===== config.mk =====
export PLATFORM = sky130hd
export DESIGN_NAME = fetch_queue_unit
export DESIGN_NICKNAME = d
export VERILOG_FILES = /design/src/rtl/fetch_queue_unit.sv
export SDC_FILE = /design/constraint.sdc
export NUM_CORES = 1
export LEC_CHECK = 0
export CORE_AREA = 5 5 278 280
export CTS_CLUSTER_DIAMETER = 50
export DETAILED_ROUTE_END_ITERATION = 6
export DIE_AREA = 0 0 283 285
export PLACE_DENSITY = 0.6
export REMOVE_ABC_BUFFERS = 1
export SLEW_MARGIN = 20
export SYNTH_ARGS = -nofsm -noshare
export SYNTH_HDL_FRONTEND = slang
export SYNTH_SLANG_ARGS = --single-unit

===== constraint.sdc =====
create_clock -name clk -period 17.9 [get_ports clk]
set_clock_uncertainty 0.1 [all_clocks]
set_input_delay 2.685 -clock clk [delete_from_list [all_inputs] [get_ports clk]]
set_output_delay 2.685 -clock clk [all_outputs]
set_load 0.1 [all_outputs]

===== src/rtl/fetch_queue_unit.sv =====
// Instruction fetch stage with a small decoupling queue.
// Handles redirect squash, I-cache handshake and decode back-pressure.
module fetch_queue_unit #(
  parameter int PC_W            = 64,
  parameter int INST_W          = 32,
  parameter int DEPTH           = 4,
  parameter int LINE_WORDS_LOG2 = 4
) (
  input  logic                          clk,
  input  logic                          reset,
  input  logic [PC_W-1:0]               entry,
  input  logic                          redirect_valid,
  input  logic [PC_W-1:0]               redirect_pc,
  output logic                          ic_req,
  output logic [PC_W-LINE_WORDS_LOG2-3:0] ic_line_addr,
  output logic [LINE_WORDS_LOG2-1:0]    ic_word_select,
  input  logic                          ic_ack,
  input  logic [INST_W-1:0]             ic_data,
  output logic                          id_valid,
  input  logic                          id_ready,
  output logic [INST_W-1:0]             id_inst,
  output logic [PC_W-1:0]               id_pcplus4,
  output logic [$clog2(DEPTH):0]        fq_count
);

  localparam int PW = $clog2(DEPTH);
  localparam int CW = PW + 1;
  localparam logic [CW-1:0] FULL = CW'(DEPTH);

  localparam logic [1:0] S_BOOT  = 2'd0;
  localparam logic [1:0] S_FETCH = 2'd1;
  localparam logic [1:0] S_HOLD  = 2'd2;
  localparam logic [1:0] S_FLUSH = 2'd3;

  logic [1:0]        state;
  logic [1:0]        state_nx;
  logic [PC_W-1:0]   fetch_pc;
  logic [PC_W-1:0]   pc_nx;
  logic [PC_W-1:0]   pc_plus4;
  logic [PC_W-1:0]   redir_pc;
  logic [INST_W-1:0] inst_q [DEPTH];
  logic [PC_W-1:0]   pc4_q  [DEPTH];
  logic [PW-1:0]     rd_ptr;
  logic [PW-1:0]     wr_ptr;
  logic [CW-1:0]     count;
  logic [CW-1:0]     count_nx;
  logic              push;
  logic              pop;

  assign pc_plus4 = fetch_pc + PC_W'(4);
  assign redir_pc = {redirect_pc[PC_W-1:2], 2'b00};

  assign ic_req = (state == S_FETCH) ||
                  (state == S_FLUSH);
  assign ic_line_addr =
    fetch_pc[PC_W-1:LINE_WORDS_LOG2+2];
  assign ic_word_select =
    fetch_pc[LINE_WORDS_LOG2+1:2];

  assign id_valid   = (count != '0);
  assign id_inst    = inst_q[rd_ptr];
  assign id_pcplus4 = pc4_q[rd_ptr];
  assign fq_count   = count;

  // a redirect discards any same-cycle push or pop
  assign push = (state == S_FETCH) && ic_ack &&
                !redirect_valid;
  assign pop  = id_valid && id_ready &&
                !redirect_valid;

  // occupancy after this cycle's push/pop
  always_comb begin
    count_nx = count;
    unique case ({push, pop})
      2'b10:   count_nx = count + CW'(1);
      2'b01:   count_nx = count - CW'(1);
      default: count_nx = count;
    endcase
  end

  // next fetch state and fetch PC
  always_comb begin
    state_nx = state;
    pc_nx    = fetch_pc;
    if (state == S_BOOT) begin
      state_nx = S_FETCH;
      pc_nx    = redirect_valid ? redir_pc : entry;
    end else if (redirect_valid) begin
      pc_nx    = redir_pc;
      state_nx = (ic_req && !ic_ack) ? S_FLUSH
                                     : S_FETCH;
    end else begin
      unique case (state)
        S_FETCH: begin
          if (ic_ack) begin
            pc_nx = pc_plus4;
            if (count_nx == FULL)
              state_nx = S_HOLD;
          end
        end
        S_HOLD: begin
          if (count_nx != FULL)
            state_nx = S_FETCH;
        end
        S_FLUSH: begin
          if (ic_ack)
            state_nx = S_FETCH;
        end
        default: state_nx = state;
      endcase
    end
  end

  // fetch state and PC registers
  always_ff @(posedge clk or posedge reset) begin
    if (reset) begin
      state    <= S_BOOT;
      fetch_pc <= '0;
    end else begin
      state    <= state_nx;
      fetch_pc <= pc_nx;
    end
  end

  // queue pointers and occupancy
  always_ff @(posedge clk or posedge reset) begin
    if (reset) begin
      rd_ptr <= '0;
      wr_ptr <= '0;
      count  <= '0;
    end else if (redirect_valid) begin
      rd_ptr <= '0;
      wr_ptr <= '0;
      count  <= '0;
    end else begin
      if (push)
        wr_ptr <= wr_ptr + PW'(1);
      if (pop)
        rd_ptr <= rd_ptr + PW'(1);
      count <= count_nx;
    end
  end

  // queue storage, zeroed so outputs read 0 in reset
  always_ff @(posedge clk or posedge reset) begin
    if (reset) begin
      for (int i = 0; i < DEPTH; i++) begin
        inst_q[i] <= '0;
        pc4_q[i]  <= '0;
      end
    end else if (push) begin
      inst_q[wr_ptr] <= ic_data;
      pc4_q[wr_ptr]  <= pc_plus4;
    end
  end

  a_no_overflow: assert property (
    @(posedge clk) disable iff (reset)
    !(push && !pop && count == FULL));

endmodule


# == After elaboration in Yosys (flattened, before gate mapping) ==
# Index checks and enable logic that the tools add are counted.
# totals
register_bits,457
output_inout_bits,163
# op_classes
mux,31
reduce_logical,18
add_sub_neg,5
n_bitwise,2
n_eq_ne,11
n_lt_le_gt_ge,3
# ops
op,count
$mux 64,8
$bwmux 256,1
$bmux 64 s2,1
$bwmux 128,1
$demux 64 s2,1
$mux 32,3
$add 64x3->64 const B,1
$bmux 32 s2,1
$demux 32 s2,1
$mux 2,11
$reduce_bool 3->1,3
$ne 4x3->1 const B,2
$eq 2x2->1 const B,3
$ge 3x3->1 const B,2
$logic_and 1x1->1,6
$not 2->3,2
$pmux 2 s3,1
$pmux 3 s2,1
$reduce_and 5->1,1
$reduce_bool 5->1,1
$add 2x1->2 const B,2
$eq 2x1->1 const B,2
$ne 4x2->1 const B,1
$ne 4x4->1 const B,1
11 further kinds,13

# == Longest topological paths before layout ==
# logic_depth
ltp_word,11
depth_mapped,14
ltp_nobuf,11

# == Worst setup path before layout ==
# Ideal clock, no wire load.
# synth_timing
kind,input port to flip-flop
from,in redirect_valid
to,reg state[1]
n_path_buf,3
t_required_ps,17717
path_stages,13
t_arrival_ps,5035
setup_ps,83
path_slack_ps,12682
cell_sequence,clkbuf_1 -> nand2b_1 -> buf_2 -> nor2_2 -> inv_1 -> clkbuf_1 -> ha_1 -> fa_1 -> xnor2_1 -> or3_1 -> a21oi_1 -> o221ai_1 -> o21ai_0
# synth_between
elab_chain_cells,7
elab_cells_between_ends,16
classes_between,8 x eq/ne; 3 x mux; 5 x reduce/logical
# synth_lines
element,line_no,rtl
start: declaration,12,"input logic redirect_valid,"
$logic_not 1->1,"67, 69",
$logic_and 1x1->1 (on tied branches),"68, 66",
$eq 2x1->1 / $eq 2x2->1 (equally long branches),74,"unique case ({push, pop})"
$pmux 3 s2,74,
$ne 3x3->1 / $eq 3x3->1 (equally long branches),"102, 97",
$ne 4x4->1 (no source line) / $ne 4x2->1 (equally long branches),--,
$reduce_and 5->1 (no source line),--,
end signal: assignment,120,state <= state_nx;
end: declaration,35,logic [1:0] state;
# Several ways; a longest one is shown, not always the timed one.
# A chain may end at the register's enable or synchronous reset.

# == Worst setup path in the final report ==
# layout_timing
from,reg rd_ptr[0]
to,out id_pcplus4[43]
# layout_between
elab_chain_cells,4
# layout_lines
element,line_no,rtl
start: declaration,43,logic [PW-1:0] rd_ptr;
start signal: assignment,139,rd_ptr <= rd_ptr + PW'(1);
$not 2->3 (implied by the code),62,assign id_pcplus4 = pc4_q[rd_ptr];
$bmux 64 s2,62,
$mux 64 (implied by the code) (2 in series),62,
end: declaration,22,"output logic [PC_W-1:0] id_pcplus4,"
# No other way between the ends. The select of a mux whose other input is x is not followed.

==> reports/metrics.csv <==
stage,metric,value,unit
finish,most frequent cells in the layout,"455 x dfrtp_1, 324 x clkdlybuf4s50_1, 304 x nand2_1",
critical_path,Worst path slowest cell,clkdlybuf4s50_1,
placed_design,pre-CTS setup slack,11.69,ns
timing,fmax,149,MHz
pwr,VDD IR-drop max,90.1,uV
finish,Seq. cell area,0.0114,mm2
cts,TritonCTS Buffers,66,
grt,total global-route track usage,17.5,%
floorplan,Die H,285,um
detailed_routing,DRT iter0 DRCs,1227,
critical_path,"Critical Path, Cell by Cell","buf_4, mux4_2, clkdlybuf4s50_1",
cts,# resized after CTS,0,
logic_synthesis,Post-synth EDFFs,0,
detailed_routing,ANT nets after route,0,
finish,final net count,2334,
worst_hold_path,Hold Crit Start,pc4_q[41],
pwr,static leakage,11.6,nW
worst_hold_path,Hold Crit Endpoint,pc4_q[41],
cts,post-CTS setup buffer count,0,
grt,pin count of the biggest net entering global routing,185,
critical_path,Worst EP required,15.11,ns
timing,endpoints failing hold,0,
critical_path,r2r setup slk,13.89,ns
floorplan,IO Pins,328,
placed_design,placer congestion estimate,0.751,
critical_path,Critical Path AT,3.92,ns
finish,share of cells above drive strength 1,18.3,%
finish,Syn-to-layout area delta,27.6,%
critical_path,"Worst Path Class, Setup",flop to primary output,
logic_synthesis,mapped cell area,0.0220,mm2
grt,vias in the first global route,17362,
cts,worst skew pair latency,0.59,ns
detailed_routing,drt via density,5.24,
timing,setup violators final,0,
cts,CTS tree,built,
cts,clk buf depth,3,
worst_hold_path,hold path depth,2,
critical_path,r2r startpoint,state[0],
cts,H-tree depth,3,
timing,RSZ-0062 raised after global routing,no,
finish,"commonest non-fill, non-tap cell in the layout",dfrtp_1,
floorplan,Die ar.,0.0807,mm2
critical_path,crit-path max cell delay,1.00,ns
detailed_routing,total routed wirelength,72500,um
critical_path,Worst Path Max Fanout,37,
critical_path,Worst path depth,3,
cts,CTS Hold Bufs,0,
grt,gr ovfl total,0,
logic_synthesis,Post-Syn Instances,1956,
detailed_routing,routed len/inst,22.8,um
timing,max-slew violations,0,
timing,crit path time final,6.71,ns
cts,CTS sink count,457,
finish,"Core Util, Final",37.9,%
floorplan,area of the core,0.0742,mm2
placed_design,DP HPWL,48700,um
floorplan,# rows,100,
finish,multi-input logic area,0.00953,mm2
logic_synthesis,asr flop ratio synth,100,%
pwr,Total Power,0.00464,W
detailed_routing,Via Count,16646,
detailed_routing,Pre-antenna DRT Iters,7,
finish,Filler cells,7041,
detailed_routing,detailed-route DRC error count,0,
grt,first-pass GRT wire length,110000,um
placed_design,port bufs,325,
timing,Tcrit/Tclk final,37.5,%
logic_synthesis,Main synth FF type,dfrtp_1,
logic_synthesis,Yosys warnings,0,
floorplan,Initial Utilization,29.7,%
critical_path,CP Launch Type,flop,
cts,"CTS clk-pin slew, worst paths",0.05,ns
finish,design area,0.0281,mm2
placed_design,placement-stage cell area,0.0257,mm2
logic_synthesis,syn_area_per_cell,11.3,um2
logic_synthesis,synthesized flop and latch total,457,
timing,post-route setup slack,11.19,ns
logic_synthesis,count of cell types in the netlist,60,
critical_path,FF-to-FF End,state[1],
floorplan,die span in x,283,um
worst_hold_path,Worst Hold Class,flop to flop,
pwr,pwr/cell area,165,mW/mm2
critical_path,reg2reg path depth,11,
critical_path,CP endpoint kind,primary output,
timing,final setup TNS,0,ns
run_status,status,"finished, final reports clean",
logic_synthesis,register area share after synthesis,51.9,%
grt,antenna violations before repair,7,
run,Max Cap Violations,0,
cts,Root Driver,clkbuf_16,
critical_path,CP bufs+invs,2,
timing,Worst Tran Pin Value,1.14,ns
timing,Max-slew headroom,23.9,%
critical_path,Crit path max-delay family,buffers and inverters,
==> area by class of cell <==
type	instances	share of cell area [%]
clock inverter	37	2.13
inverter	9	0.147
sequential	457	40.7
tap	969	4.31
clock buffer	77	6.39
antenna	1	0.00890
multi-input combinational	1273	33.9
timing repair buffer	355	12.5
==> power breakdown <==
group	total [W]	switching (W)	internal, W
clock network	0.00142	0.000499	0.000926
logic	0.00168	0.00116	0.000525
registers	0.00153	0.000202	0.00133
total	0.00464	0.00186	0.00278
==> stage by stage <==
step | instances | hold WS, ns
floorplan | 1739 | 0.345
global placement | 3062 | 0.356
detailed placement | 3062 | 0.366
CTS | 3176 | 0.379
global route | 3178 | 0.396
finish | 3178 | 0.374
==> worst min-delay path, stage by stage (launching register included) <==
cell	delay [ns]
dfrtp_1	0.33
nand2_1	0.05
o21ai_1	0.06
==> layer usage <==
metal | GRT usage, % | vias to the layer above | part of all wire (%)
met2 | 28.2 | 536 | 47
met5 | 0 | - | 0.073
li1 | - | 7441 | -
met1 | 23.6 | 8559 | 43
met4 | 5.49 | 10 | 2.4
met3 | 4.27 | 100 | 6.9
==> state kept, by name, summed over array words and instances (netlist names) <==
| signal | count |
|---|---|
| fetch_pc | 64 |
| fq_count | 3 |
| inst_q | 128 |
| pc4_q | 256 |
| rd_ptr | 2 |
| state | 2 |
| wr_ptr | 2 |
==> worst max-delay path by stage <==
stage / slack [ns] / from / end
finish: 11.19 / rd_ptr[0] / id_pcplus4[43]
CTS: 11.06 / rd_ptr[0] / id_pcplus4[34]
floorplan: 2.37 / reset / fetch_pc[0]
detailed placement: 11.69 / rd_ptr[0] / id_pcplus4[43]
global placement: 11.69 / rd_ptr[0] / id_pcplus4[34]
global route: 10.93 / rd_ptr[0] / id_pcplus4[43]
==> logic make-up after synthesis <==
logic type	after synthesis	share of synthesized area, %
AOI/OAI and AO/OA	418	11.1
xor gates and xnor gates	65	2.58
adders and majority gates	7	0.431
buffers and inverters	226	5.19
DFF	457	51.9
muxes	241	17.2
and+or+nand+nor	542	11.6
==> synth_stat cells (5+ instances only) <==
cell / number / share of area, %
clkbuf_1: 96 / 1.6
ha_1: 6 / 0.34
or4_1: 9 / 0.31
a222oi_1: 32 / 1.5
nor4_1: 6 / 0.17
and4_1: 11 / 0.44
nand4_1: 27 / 0.77
nand2_1: 308 / 5.2
mux4_2: 96 / 9.8
o2bb2ai_1: 6 / 0.24
xnor2_1: 38 / 1.5
dfrtp_1: 457 / 52
buf_4: 63 / 2.1
o21ai_0: 237 / 5.4
a22oi_1: 8 / 0.27
xor2_1: 27 / 1.1
a21oi_1: 18 / 0.41
or3_1: 9 / 0.26
a221oi_1: 11 / 0.44
buf_2: 47 / 1.1
inv_1: 9 / 0.15
and3_1: 24 / 0.68
a22o_1: 6 / 0.24
nor3_1: 19 / 0.43
buf_1: 11 / 0.19
nor2_1: 58 / 0.99
o21ai_1: 65 / 1.5
mux2_2: 142 / 7.3
nand3_1: 40 / 0.91
o211ai_1: 5 / 0.17
(Power assumes the default switching activity.)
